File: config.mk
export PLATFORM = sky130hd
export DESIGN_NAME = lab_func_sweeper_flat
export DESIGN_NICKNAME = d
export VERILOG_FILES = /design/src/rtl/lab1_pkg.sv /design/src/rtl/lab_func_sweeper_if.sv /design/src/rtl/lab_func_sweeper.sv /design/src/flat_wrapper.sv
export SDC_FILE = /design/constraint.sdc
export NUM_CORES = 1
export LEC_CHECK = 0
export CAP_MARGIN = 10
export CORE_MARGIN = 5
export CORE_UTILIZATION = 35
export CTS_BUF_LIST = sky130_fd_sc_hd__clkbuf_4
export DETAILED_ROUTE_END_ITERATION = 7
export PLACE_DENSITY = 0.58
export SETUP_SLACK_MARGIN = 0.05
export SLEW_MARGIN = 20
export SYNTH_ARGS = -nofsm -noshare
export SYNTH_HDL_FRONTEND = slang
export SYNTH_SLANG_ARGS = --single-unit
File: constraint.sdc
create_clock -name clk -period 2.1 [get_ports clk]
set_input_delay 0.21 -clock clk [delete_from_list [all_inputs] [get_ports clk]]
set_output_delay 0.21 -clock clk [all_outputs]
set_load 0.02 [all_outputs]
File: src/rtl/lab1_pkg.sv
// ============================================================================
// Module : lab1_pkg
// Brief  : Shared types and constants for the lab-function sweep block.
// Rev    : 1.0  initial release
// ============================================================================
`default_nettype none

package lab1_pkg;

  localparam int VEC_W   = 4;
  localparam int NUM_VEC = 16;

  // bit i = f({x1,x2,x3,x4} = i) for f = x1'x2'x3' + x1'x3'x4 + x1x2x4' + x2x3
  localparam logic [NUM_VEC-1:0] F_GOLDEN = 16'hD0E3;

  typedef enum logic [2:0] {
    ST_IDLE   = 3'd0,
    ST_APPLY  = 3'd1,
    ST_SETTLE = 3'd2,
    ST_SAMPLE = 3'd3,
    ST_DONE   = 3'd4
  } sweep_state_t;

endpackage

`default_nettype wire

File: src/rtl/lab_func_sweeper_if.sv
// ============================================================================
// Module : lab_func_sweeper_if
// Brief  : Controller and evaluator signal bundle for the lab-function sweeper.
// Rev    : 1.0  initial release
// ============================================================================
`default_nettype none

interface lab_func_sweeper_if;
  import lab1_pkg::*;

  logic               start;
  logic               abort;
  logic [VEC_W-1:0]   vec_out;
  logic               f_nand;
  logic               f_nor;
  logic               busy;
  logic               done;
  logic               pass;
  logic [NUM_VEC-1:0] truth_nand;
  logic [NUM_VEC-1:0] truth_nor;
  logic [4:0]         mismatch_cnt;
  logic               fail_valid;
  logic [VEC_W-1:0]   first_fail_idx;

  // master: the sweeper itself
  modport master (
    input  start, abort, f_nand, f_nor,
    output vec_out, busy, done, pass, truth_nand, truth_nor,
           mismatch_cnt, fail_valid, first_fail_idx
  );

  // slave: test controller plus evaluators
  modport slave (
    output start, abort, f_nand, f_nor,
    input  vec_out, busy, done, pass, truth_nand, truth_nor,
           mismatch_cnt, fail_valid, first_fail_idx
  );

endinterface

`default_nettype wire

File: src/rtl/lab_func_sweeper.sv
// ============================================================================
// Module : lab_func_sweeper
// Brief  : Drives all 16 vectors to NAND/NOR evaluators, samples after a
//          settle delay and checks both truth tables against the golden one.
// Rev    : 1.0  initial release
// ============================================================================
`default_nettype none

module lab_func_sweeper
  import lab1_pkg::*;
#(
  parameter int unsigned        SETTLE_CYCLES = 1,
  parameter logic [NUM_VEC-1:0] EXPECTED      = F_GOLDEN
) (
  input  logic               clk,
  input  logic               rst_n,
  lab_func_sweeper_if.master bus
);

  localparam int CNT_W = (SETTLE_CYCLES > 0) ? $clog2(SETTLE_CYCLES + 1) : 1;

  sweep_state_t       state_q,      state_d;
  logic [VEC_W-1:0]   idx_q,        idx_d;
  logic [CNT_W-1:0]   cnt_q,        cnt_d;
  logic [NUM_VEC-1:0] truth_nand_q, truth_nand_d;
  logic [NUM_VEC-1:0] truth_nor_q,  truth_nor_d;
  logic [4:0]         mm_cnt_q,     mm_cnt_d;
  logic               fail_valid_q, fail_valid_d;
  logic [VEC_W-1:0]   ffi_q,        ffi_d;
  logic               pass_q,       pass_d;
  logic               vec_fail;

  always_ff @(posedge clk) begin
    if (!rst_n) begin
      state_q      <= ST_IDLE;
      idx_q        <= '0;
      cnt_q        <= '0;
      truth_nand_q <= '0;
      truth_nor_q  <= '0;
      mm_cnt_q     <= '0;
      fail_valid_q <= 1'b0;
      ffi_q        <= '0;
      pass_q       <= 1'b0;
    end else begin
      state_q      <= state_d;
      idx_q        <= idx_d;
      cnt_q        <= cnt_d;
      truth_nand_q <= truth_nand_d;
      truth_nor_q  <= truth_nor_d;
      mm_cnt_q     <= mm_cnt_d;
      fail_valid_q <= fail_valid_d;
      ffi_q        <= ffi_d;
      pass_q       <= pass_d;
    end
  end

  always_comb begin
    state_d      = state_q;
    idx_d        = idx_q;
    cnt_d        = cnt_q;
    truth_nand_d = truth_nand_q;
    truth_nor_d  = truth_nor_q;
    mm_cnt_d     = mm_cnt_q;
    fail_valid_d = fail_valid_q;
    ffi_d        = ffi_q;
    pass_d       = pass_q;
    vec_fail     = (bus.f_nand != EXPECTED[idx_q]) || (bus.f_nor != EXPECTED[idx_q]);

    case (state_q)
      ST_IDLE: begin
        if (bus.start) begin
          state_d      = ST_APPLY;
          idx_d        = '0;
          truth_nand_d = '0;
          truth_nor_d  = '0;
          mm_cnt_d     = '0;
          fail_valid_d = 1'b0;
          ffi_d        = '0;
          pass_d       = 1'b0;
        end
      end

      ST_APPLY: begin
        cnt_d = CNT_W'(SETTLE_CYCLES);
        if (bus.abort)
          state_d = ST_IDLE;
        else
          state_d = (SETTLE_CYCLES == 0) ? ST_SAMPLE : ST_SETTLE;
      end

      ST_SETTLE: begin
        if (bus.abort)
          state_d = ST_IDLE;
        else if (cnt_q <= CNT_W'(1))
          state_d = ST_SAMPLE;
        else
          cnt_d = cnt_q - CNT_W'(1);
      end

      ST_SAMPLE: begin
        // an aborted sample is dropped entirely, tables stay as they were
        if (bus.abort) begin
          state_d = ST_IDLE;
        end else begin
          truth_nand_d[idx_q] = bus.f_nand;
          truth_nor_d[idx_q]  = bus.f_nor;
          if (vec_fail) begin
            mm_cnt_d = mm_cnt_q + 5'd1;
            if (!fail_valid_q) begin
              fail_valid_d = 1'b1;
              ffi_d        = idx_q;
            end
          end
          if (idx_q == VEC_W'(NUM_VEC - 1)) begin
            state_d = ST_DONE;
          end else begin
            idx_d   = idx_q + VEC_W'(1);
            state_d = ST_APPLY;
          end
        end
      end

      ST_DONE: begin
        pass_d  = (mm_cnt_q == 5'd0);
        state_d = ST_IDLE;
      end

      default: state_d = ST_IDLE;
    endcase
  end

  assign bus.busy           = (state_q != ST_IDLE);
  assign bus.done           = (state_q == ST_DONE);
  assign bus.vec_out        = (state_q == ST_APPLY || state_q == ST_SETTLE ||
                               state_q == ST_SAMPLE) ? idx_q : '0;
  assign bus.pass           = pass_q;
  assign bus.truth_nand     = truth_nand_q;
  assign bus.truth_nor      = truth_nor_q;
  assign bus.mismatch_cnt   = mm_cnt_q;
  assign bus.fail_valid     = fail_valid_q;
  assign bus.first_fail_idx = ffi_q;

endmodule

`default_nettype wire

File: src/flat_wrapper.sv
// flat-port wrapper written by rule: the top's interface ports become plain ports
module lab_func_sweeper_flat import lab1_pkg::*;
#(
  parameter int unsigned        SETTLE_CYCLES = 1,
  parameter logic [NUM_VEC-1:0] EXPECTED      = F_GOLDEN
)
  (clk, rst_n, bus_start, bus_abort, bus_f_nand, bus_f_nor, bus_vec_out, bus_busy, bus_done, bus_pass, bus_truth_nand, bus_truth_nor, bus_mismatch_cnt, bus_fail_valid, bus_first_fail_idx);
  lab_func_sweeper_if bus_i ();
  input  logic clk;
  input  logic rst_n;
  input wire logic [$bits(bus_i.start)-1:0] bus_start;
  input wire logic [$bits(bus_i.abort)-1:0] bus_abort;
  input wire logic [$bits(bus_i.f_nand)-1:0] bus_f_nand;
  input wire logic [$bits(bus_i.f_nor)-1:0] bus_f_nor;
  output wire logic [$bits(bus_i.vec_out)-1:0] bus_vec_out;
  output wire logic [$bits(bus_i.busy)-1:0] bus_busy;
  output wire logic [$bits(bus_i.done)-1:0] bus_done;
  output wire logic [$bits(bus_i.pass)-1:0] bus_pass;
  output wire logic [$bits(bus_i.truth_nand)-1:0] bus_truth_nand;
  output wire logic [$bits(bus_i.truth_nor)-1:0] bus_truth_nor;
  output wire logic [$bits(bus_i.mismatch_cnt)-1:0] bus_mismatch_cnt;
  output wire logic [$bits(bus_i.fail_valid)-1:0] bus_fail_valid;
  output wire logic [$bits(bus_i.first_fail_idx)-1:0] bus_first_fail_idx;
  assign bus_i.start = bus_start;
  assign bus_i.abort = bus_abort;
  assign bus_i.f_nand = bus_f_nand;
  assign bus_i.f_nor = bus_f_nor;
  assign bus_vec_out = bus_i.vec_out;
  assign bus_busy = bus_i.busy;
  assign bus_done = bus_i.done;
  assign bus_pass = bus_i.pass;
  assign bus_truth_nand = bus_i.truth_nand;
  assign bus_truth_nor = bus_i.truth_nor;
  assign bus_mismatch_cnt = bus_i.mismatch_cnt;
  assign bus_fail_valid = bus_i.fail_valid;
  assign bus_first_fail_idx = bus_i.first_fail_idx;
  lab_func_sweeper #(.SETTLE_CYCLES(SETTLE_CYCLES), .EXPECTED(EXPECTED)) u_core (.clk(clk), .rst_n(rst_n), .bus(bus_i));
endmodule
==> results_dict.tcl, run 1 <==
set metrics [dict create \
    placed_area_um2 3200 \
    dr.pass1.iters 4 \
    slew_viol_final 0 \
    whs_path_depth 2 \
    worstPathMaxFanout 4 \
    design_area_um2 3270 \
    maxCapViolCount 0 \
    cts.reportedPaths.clkPinSlew_ns 0.15 \
    crit_type "reg -> reg" \
    start_kind "flop" \
    cp_num_buf_inv 0 \
    clk_path_buf_depth 2 \
    max_freq_mhz 509 \
    area_growth_pct 33.5 \
    cp.arrival_ns 2.22 \
    powerDensity_nw_per_um2 480 \
    path_depth 5 \
    netlist.area_leader.share_pct 41.7 \
    die_x_um 93.6 \
    cellLeakagePower_nw 1.23 \
    cts_sinks 51 \
    finalSetupViolations 0 \
    cpLargestDelayFamily "simple AND/OR/NAND/NOR gates" \
    reg2reg_depth 5 \
    grt_max_degree 33 \
    cp_slowest_stage_delay_ns 0.56 \
    wl_um 6750 \
    ys_seq_elements 51 \
    routedWlPerCell_um 15.2 \
    setup_tns_ns 0 \
    die_area_um2 8770 \
    synth_top_area_cell "dfxtp_1" \
    avgSynthCellArea_um2 8.68 \
    status "finished, final reports clean" \
    final_core_util_pct 48.1 \
    yosysSeqAreaShare_pct 41.7 \
    relSlewSlack_pct 69.7 \
    antenna_found_initial 0 \
    worstMarginPinSlew_ns 0.449 \
    vias 2269 \
    antenna_cells 0 \
    port_buffers 54 \
    place_congestion 0.819 \
    die_h_um 93.6 \
    cts_buffers 5 \
    synth_area_leaders "dfxtp_1 (42%), a22oi_1 (7.7%), nor2b_1 (6.9%)" \
    cts_max_level 2 \
    layout-drive-gt1-share_pct 11.0 \
    initial_core_util_pct 36.0 \
    synthesis.area_um2 2450 \
    initialDrtViolationCount 94 \
    grt_overflow_total 0 \
    peakVddDrop_mv 0.272 \
    finalNonFillerCells 443 \
    fin_skew_ns 0.00993 \
    dpl.hpwl_um 4780 \
    syn-instance-count 282 \
    p_total_mw 1.57 \
    crit_path_top_delay_cell "or4b_1" \
    synth_nets 294 \
    hold_path_class "reg -> reg" \
    finalNetCount 358 \
    crit_required_ns 2.35 \
    root_buffer "clkbuf_4" \
    clkLatencyLatePin_ns 0.36 \
    fp.coreArea_um2 6790 \
    end_kind "flop" \
    remaining_drc_errors 0 \
    grt_pass1_wl_um 11200 \
    synth_cell_types 38 \
    first_global_vias 2288 \
    rsz0062_at_grt "no" \
    hold_viol 0 \
    grt_usage_pct 16.0 \
    crit_path_cell_trace "or4b_1 > a21boi_4 > a221o_1 > nor4b_1 > o31ai_1" \
    tritoncts "built" \
    post_cts_buffers 0 \
    yosysWarnings 0 \
    post-route-period-util_pct 93.6 \
    ant_nets 0 \
    cts_hold_buf 0 \
    io_pins 55 \
    placed_cells 435 \
    num_rows 30 \
    fin_crit_ns 1.97 \
    via_per_inst 5.12 \
]
==> cell usage in the layout (no fill, tap or decap), drive strengths merged, types with 2 or more instances in the layout <==
master,n
a21boi,17
a21oi,6
a22oi,25
and2,16
and3,7
buf,22
clkbuf,6
clkdlybuf4s50,48
clkinv,2
dfxtp,51
dlygate4sd2,2
dlymetal6s2s,4
ha,6
inv,6
nand2,20
nand2b,2
nand3,11
nand3b,2
nand4,6
nor2,9
nor2b,27
nor3,5
nor4b,5
o21ai,25
o221a,2
or3b,2
xnor2,2
==> stage by stage <==
stage / worst slack, ns / hold WS, ns
final: 0.134 / 0.475
after detailed placement: -0.173 / 0.461
after CTS: 0.0742 / 0.478
after global placement: -0.151 / 0.452
after global routing: 0.0558 / 0.496
after floorplan: 0.275 / 0.288
==> flip-flops by register name (all words and copies together), names as in the netlist, named ones only <==
register and count:
u_core.bus.truth_nor 16, u_core.state_q 3, u_core.bus.mismatch_cnt 5, u_core.bus.fail_valid 1, u_core.bus.truth_nand 16, u_core.bus.first_fail_idx 4, u_core.bus.pass 1, u_core.idx_q 4
==> report_power, final <==
part / internal (mW) / total [mW] / switching (mW)
sequential: 0.971 / 0.972 / 0.00156
clock: 0.144 / 0.453 / 0.309
combinational: 0.0607 / 0.143 / 0.0822
==> synthesized netlist by cell type, drive strengths merged <==
cell      n
o21ba     1
and4bb    1
clkbuf   15
buf       4
xnor2     2
nand2b    2
or3       1
nor2b    27
a31oi     1
a21boi   17
nor3      5
a41o      1
or3b      2
nand3    11
a22oi    25
a21oi     6
o221a     2
inv       6
ha        6
nand2    20
o31ai     1
a221o     1
and2     16
nor4b     5
nand4     6
or4b      1
dfxtp    51
nand3b    2
and3      7
o211a     1
nor2      9
o21ai    25
and3b     1
o2bb2ai   1
==> routing by layer <==
metal	GRT usage, %	up-vias	wire length (um)
met5	0	-	0
met3	4.02	2	376
met2	25.6	64	3170
met4	3.61	0	29
met1	21.7	1061	3170
li1	-	1142	-
==> final timing paths <==
check / startpoint / to / slack (ns)
max: u_core.state_q[2] / flop / 0.13
min: u_core.bus.first_fail_idx[2] / u_core.bus.first_fail_idx[2] / 0.48
max reg2reg: u_core.state_q[2] / flop / 0.13
min reg2reg: u_core.bus.first_fail_idx[2] / u_core.bus.first_fail_idx[2] / 0.48
==> cells by family (layout without fill, tap and decap cells) <==
kind of cell             Yosys count  count (layout)  synth area share [%]
buffers and inverters             25              90                  4.04
adder cells (fa/ha/maj)            6               6                  3.07
AO/OA/AOI/OAI                     82              82                  23.3
flip-flops                        51              51                  41.7
AND/OR/NAND/NOR                  116             116                  27.2
XOR/XNOR                           2               2                 0.716
==> timing repair <==
| action | CTS | global route |
|---|---|---|
| pin swaps | 0 | 0 |
| resized for setup | 6 | 4 |
| setup endpoints to repair | 6 | 4 |
==> final cells by class <==
type	instances	area [um^2]
clock buffer	6	45.0
clock inverter	2	12.5
fill	665	3520
inverter	6	22.5
multi-input combinational	206	1330
sequential	51	1020
tap	96	120
timing repair buffer	76	713
==> worst register-to-register path, cell delays in order, from the launching register on <==
cell and delay, ns:
dfxtp_1 0.34, or4b_1 0.56, a21boi_4 0.17, a221o_1 0.35, nor4b_1 0.34, o31ai_1 0.12
Power figures use the tool's default switching activity.
==> inputs of run 2 (changes only) <==
- CORE_ASPECT_RATIO: default -> 0.8
- CTS_BUF_LIST: sky130_fd_sc_hd__clkbuf_4 -> sky130_fd_sc_hd__clkbuf_2 sky130_fd_sc_hd__clkbuf_4 sky130_fd_sc_hd__clkbuf_8
==> run 2 against run 1 <==
Sequential share of layout area decreased by 0.52 points. Clock skew decreased by 0.0013 ns. Power increased by 19%. Global-route usage decreased by 0.38 points. Design area increased by 1.6%. Clock power increased by 64%. Flip-flop and latch count unchanged. Highest routed layer unchanged.
==> results_dict.tcl, run 2 (synthesis results as in run 1) <==
set metrics [dict create \
    status "finished, final reports clean" \
    powerDensity_nw_per_um2 560 \
    fill_cells 678 \
    reg2reg_depth 5 \
    cellLeakagePower_nw 1.25 \
    grt_pass1_wl_um 11400 \
    cts_max_level 2 \
    end_kind "flop" \
    whs_path_depth 2 \
    finalNonFillerCells 434 \
    cts.reportedPaths.clkPinSlew_ns 0.10 \
    io_pins 55 \
    antenna_cells 0 \
    slew_viol_final 0 \
    remaining_drc_errors 0 \
    post_cts_buffers 0 \
    worstMarginPinSlew_ns 0.525 \
    finalSetupViolations 0 \
    dpl.hpwl_um 4970 \
    rsz0062_at_grt "no" \
    via_per_inst 5.17 \
    grt_usage_pct 15.6 \
    relSlewSlack_pct 64.7 \
    wl_um 6710 \
    num_rows 27 \
    antenna_found_initial 0 \
    layout-drive-gt1-share_pct 11.0 \
    max_freq_mhz 519 \
    tritoncts "built" \
    maxCapViolCount 0 \
    area_growth_pct 35.6 \
    cp.arrival_ns 2.12 \
    crit_path_top_delay_cell "or4b_1" \
    p_total_mw 1.86 \
    initialDrtViolationCount 91 \
    cts_sinks 51 \
    first_global_vias 2197 \
    dr.pass1.iters 4 \
    clk_path_buf_depth 2 \
    layout_common_cells "dfxtp_1 (49), clkdlybuf4s50_1 (48), nor2b_1 (27), a22oi_1 (25), o21ai_0 (24)" \
    cts_buffers 5 \
    crit_required_ns 2.30 \
    die_h_um 84.8 \
    final_common_cell "dfxtp_1" \
    die_area_um2 8780 \
    crit_type "reg -> reg" \
    placed_cells 426 \
    grt_max_degree 33 \
    routedWlPerCell_um 15.5 \
    worstPathMaxFanout 7 \
    hold_viol 0 \
    fin_skew_ns 0.00862 \
    fp.coreArea_um2 6860 \
    vias 2244 \
    die_x_um 104 \
    place_congestion 0.828 \
    cp_slowest_stage_delay_ns 0.51 \
    cts_hold_buf 0 \
    ant_nets 0 \
    root_buffer "clkbuf_8" \
    crit_path_cell_trace "or4b_1 > a21boi_4 > a221o_1 > nor4b_1 > o31ai_1" \
    grt_overflow_total 0 \
    hold_path_class "reg -> reg" \
    finalNetCount 358 \
    peakVddDrop_mv 0.290 \
    start_kind "flop" \
    port_buffers 54 \
    initial_core_util_pct 35.7 \
    clkLatencyLatePin_ns 0.31 \
    post-route-period-util_pct 91.8 \
    fin_crit_ns 1.93 \
]
## run 2: cell count changes in the layout (fill, tap and decap cells not counted)
cell	previous run	this run
clkinv_4	1	0
dfxtp_2	3	2
clkbuf_4	6	0
inv_6	0	1
clkinv_1	1	0
dfxtp_1	48	49
bufinv_16	0	1
clkbuf_8	0	6
## run 2: final cells by class
cell class	instances	area (um^2)	share of cell area, %
multi-input cells	206	1330	40.1
flip-flops and latches	51	1020	30.8
repair buffers	76	713	21.5
well taps	87	109	3.28
clock buffers	6	82.6	2.49
clock inverters	2	38.8	1.17
inverters	6	22.5	0.678
## run 2: power by group
group | total [mW] | internal, mW | switching, mW
logic | 0.142 | 0.0611 | 0.0806
clock network | 0.745 | 0.393 | 0.352
registers | 0.972 | 0.969 | 0.00261
## run 2: through the flow
step | utilization (%) | hold WS, ns | setup TNS [ns] | setup WS (ns) | area, um^2
after global routing | 48.4 | 0.519 | 0 | 0.0745 | 3320
final | 48.4 | 0.474 | 0 | 0.173 | 3320
after global placement | 46.5 | 0.453 | -0.0916 | -0.0916 | 3190
after detailed placement | 46.5 | 0.465 | -0.145 | -0.116 | 3190
after floorplan | - | 0.288 | 0 | 0.275 | 2450
after CTS | 48.3 | 0.477 | 0 | 0.101 | 3310
## run 2: worst paths after layout
check | from | slack [ns] | to
max | u_core.state_q[1] | 0.17 | flop
min | u_core.bus.first_fail_idx[2] | 0.47 | u_core.bus.first_fail_idx[2]
max reg2reg | u_core.state_q[1] | 0.17 | flop
min reg2reg | u_core.bus.first_fail_idx[2] | 0.47 | u_core.bus.first_fail_idx[2]
## run 2: critical path: cells and delay by family (launching register included)
| family | cells | cell delay [ns] |
|---|---|---|
| compound gates | 3 | 0.62 |
| flops | 1 | 0.37 |
| simple gates | 2 | 0.82 |
## run 2: per-layer routing
metal	vias up	share of wire [%]	track usage [%]
li1	1132	-	-
met1	1056	50	22.1
met2	49	44	23.6
met3	7	5.2	4.11
met4	0	0.94	3.93
met5	-	0	0
## run 2: repair_timing
item / 4_1_cts / 5_1_grt
gates cloned: 0 / 0
setup endpoints to repair: 5 / 4
gates resized for setup: 5 / 4
endpoints found under the hold margin: 0 / 0
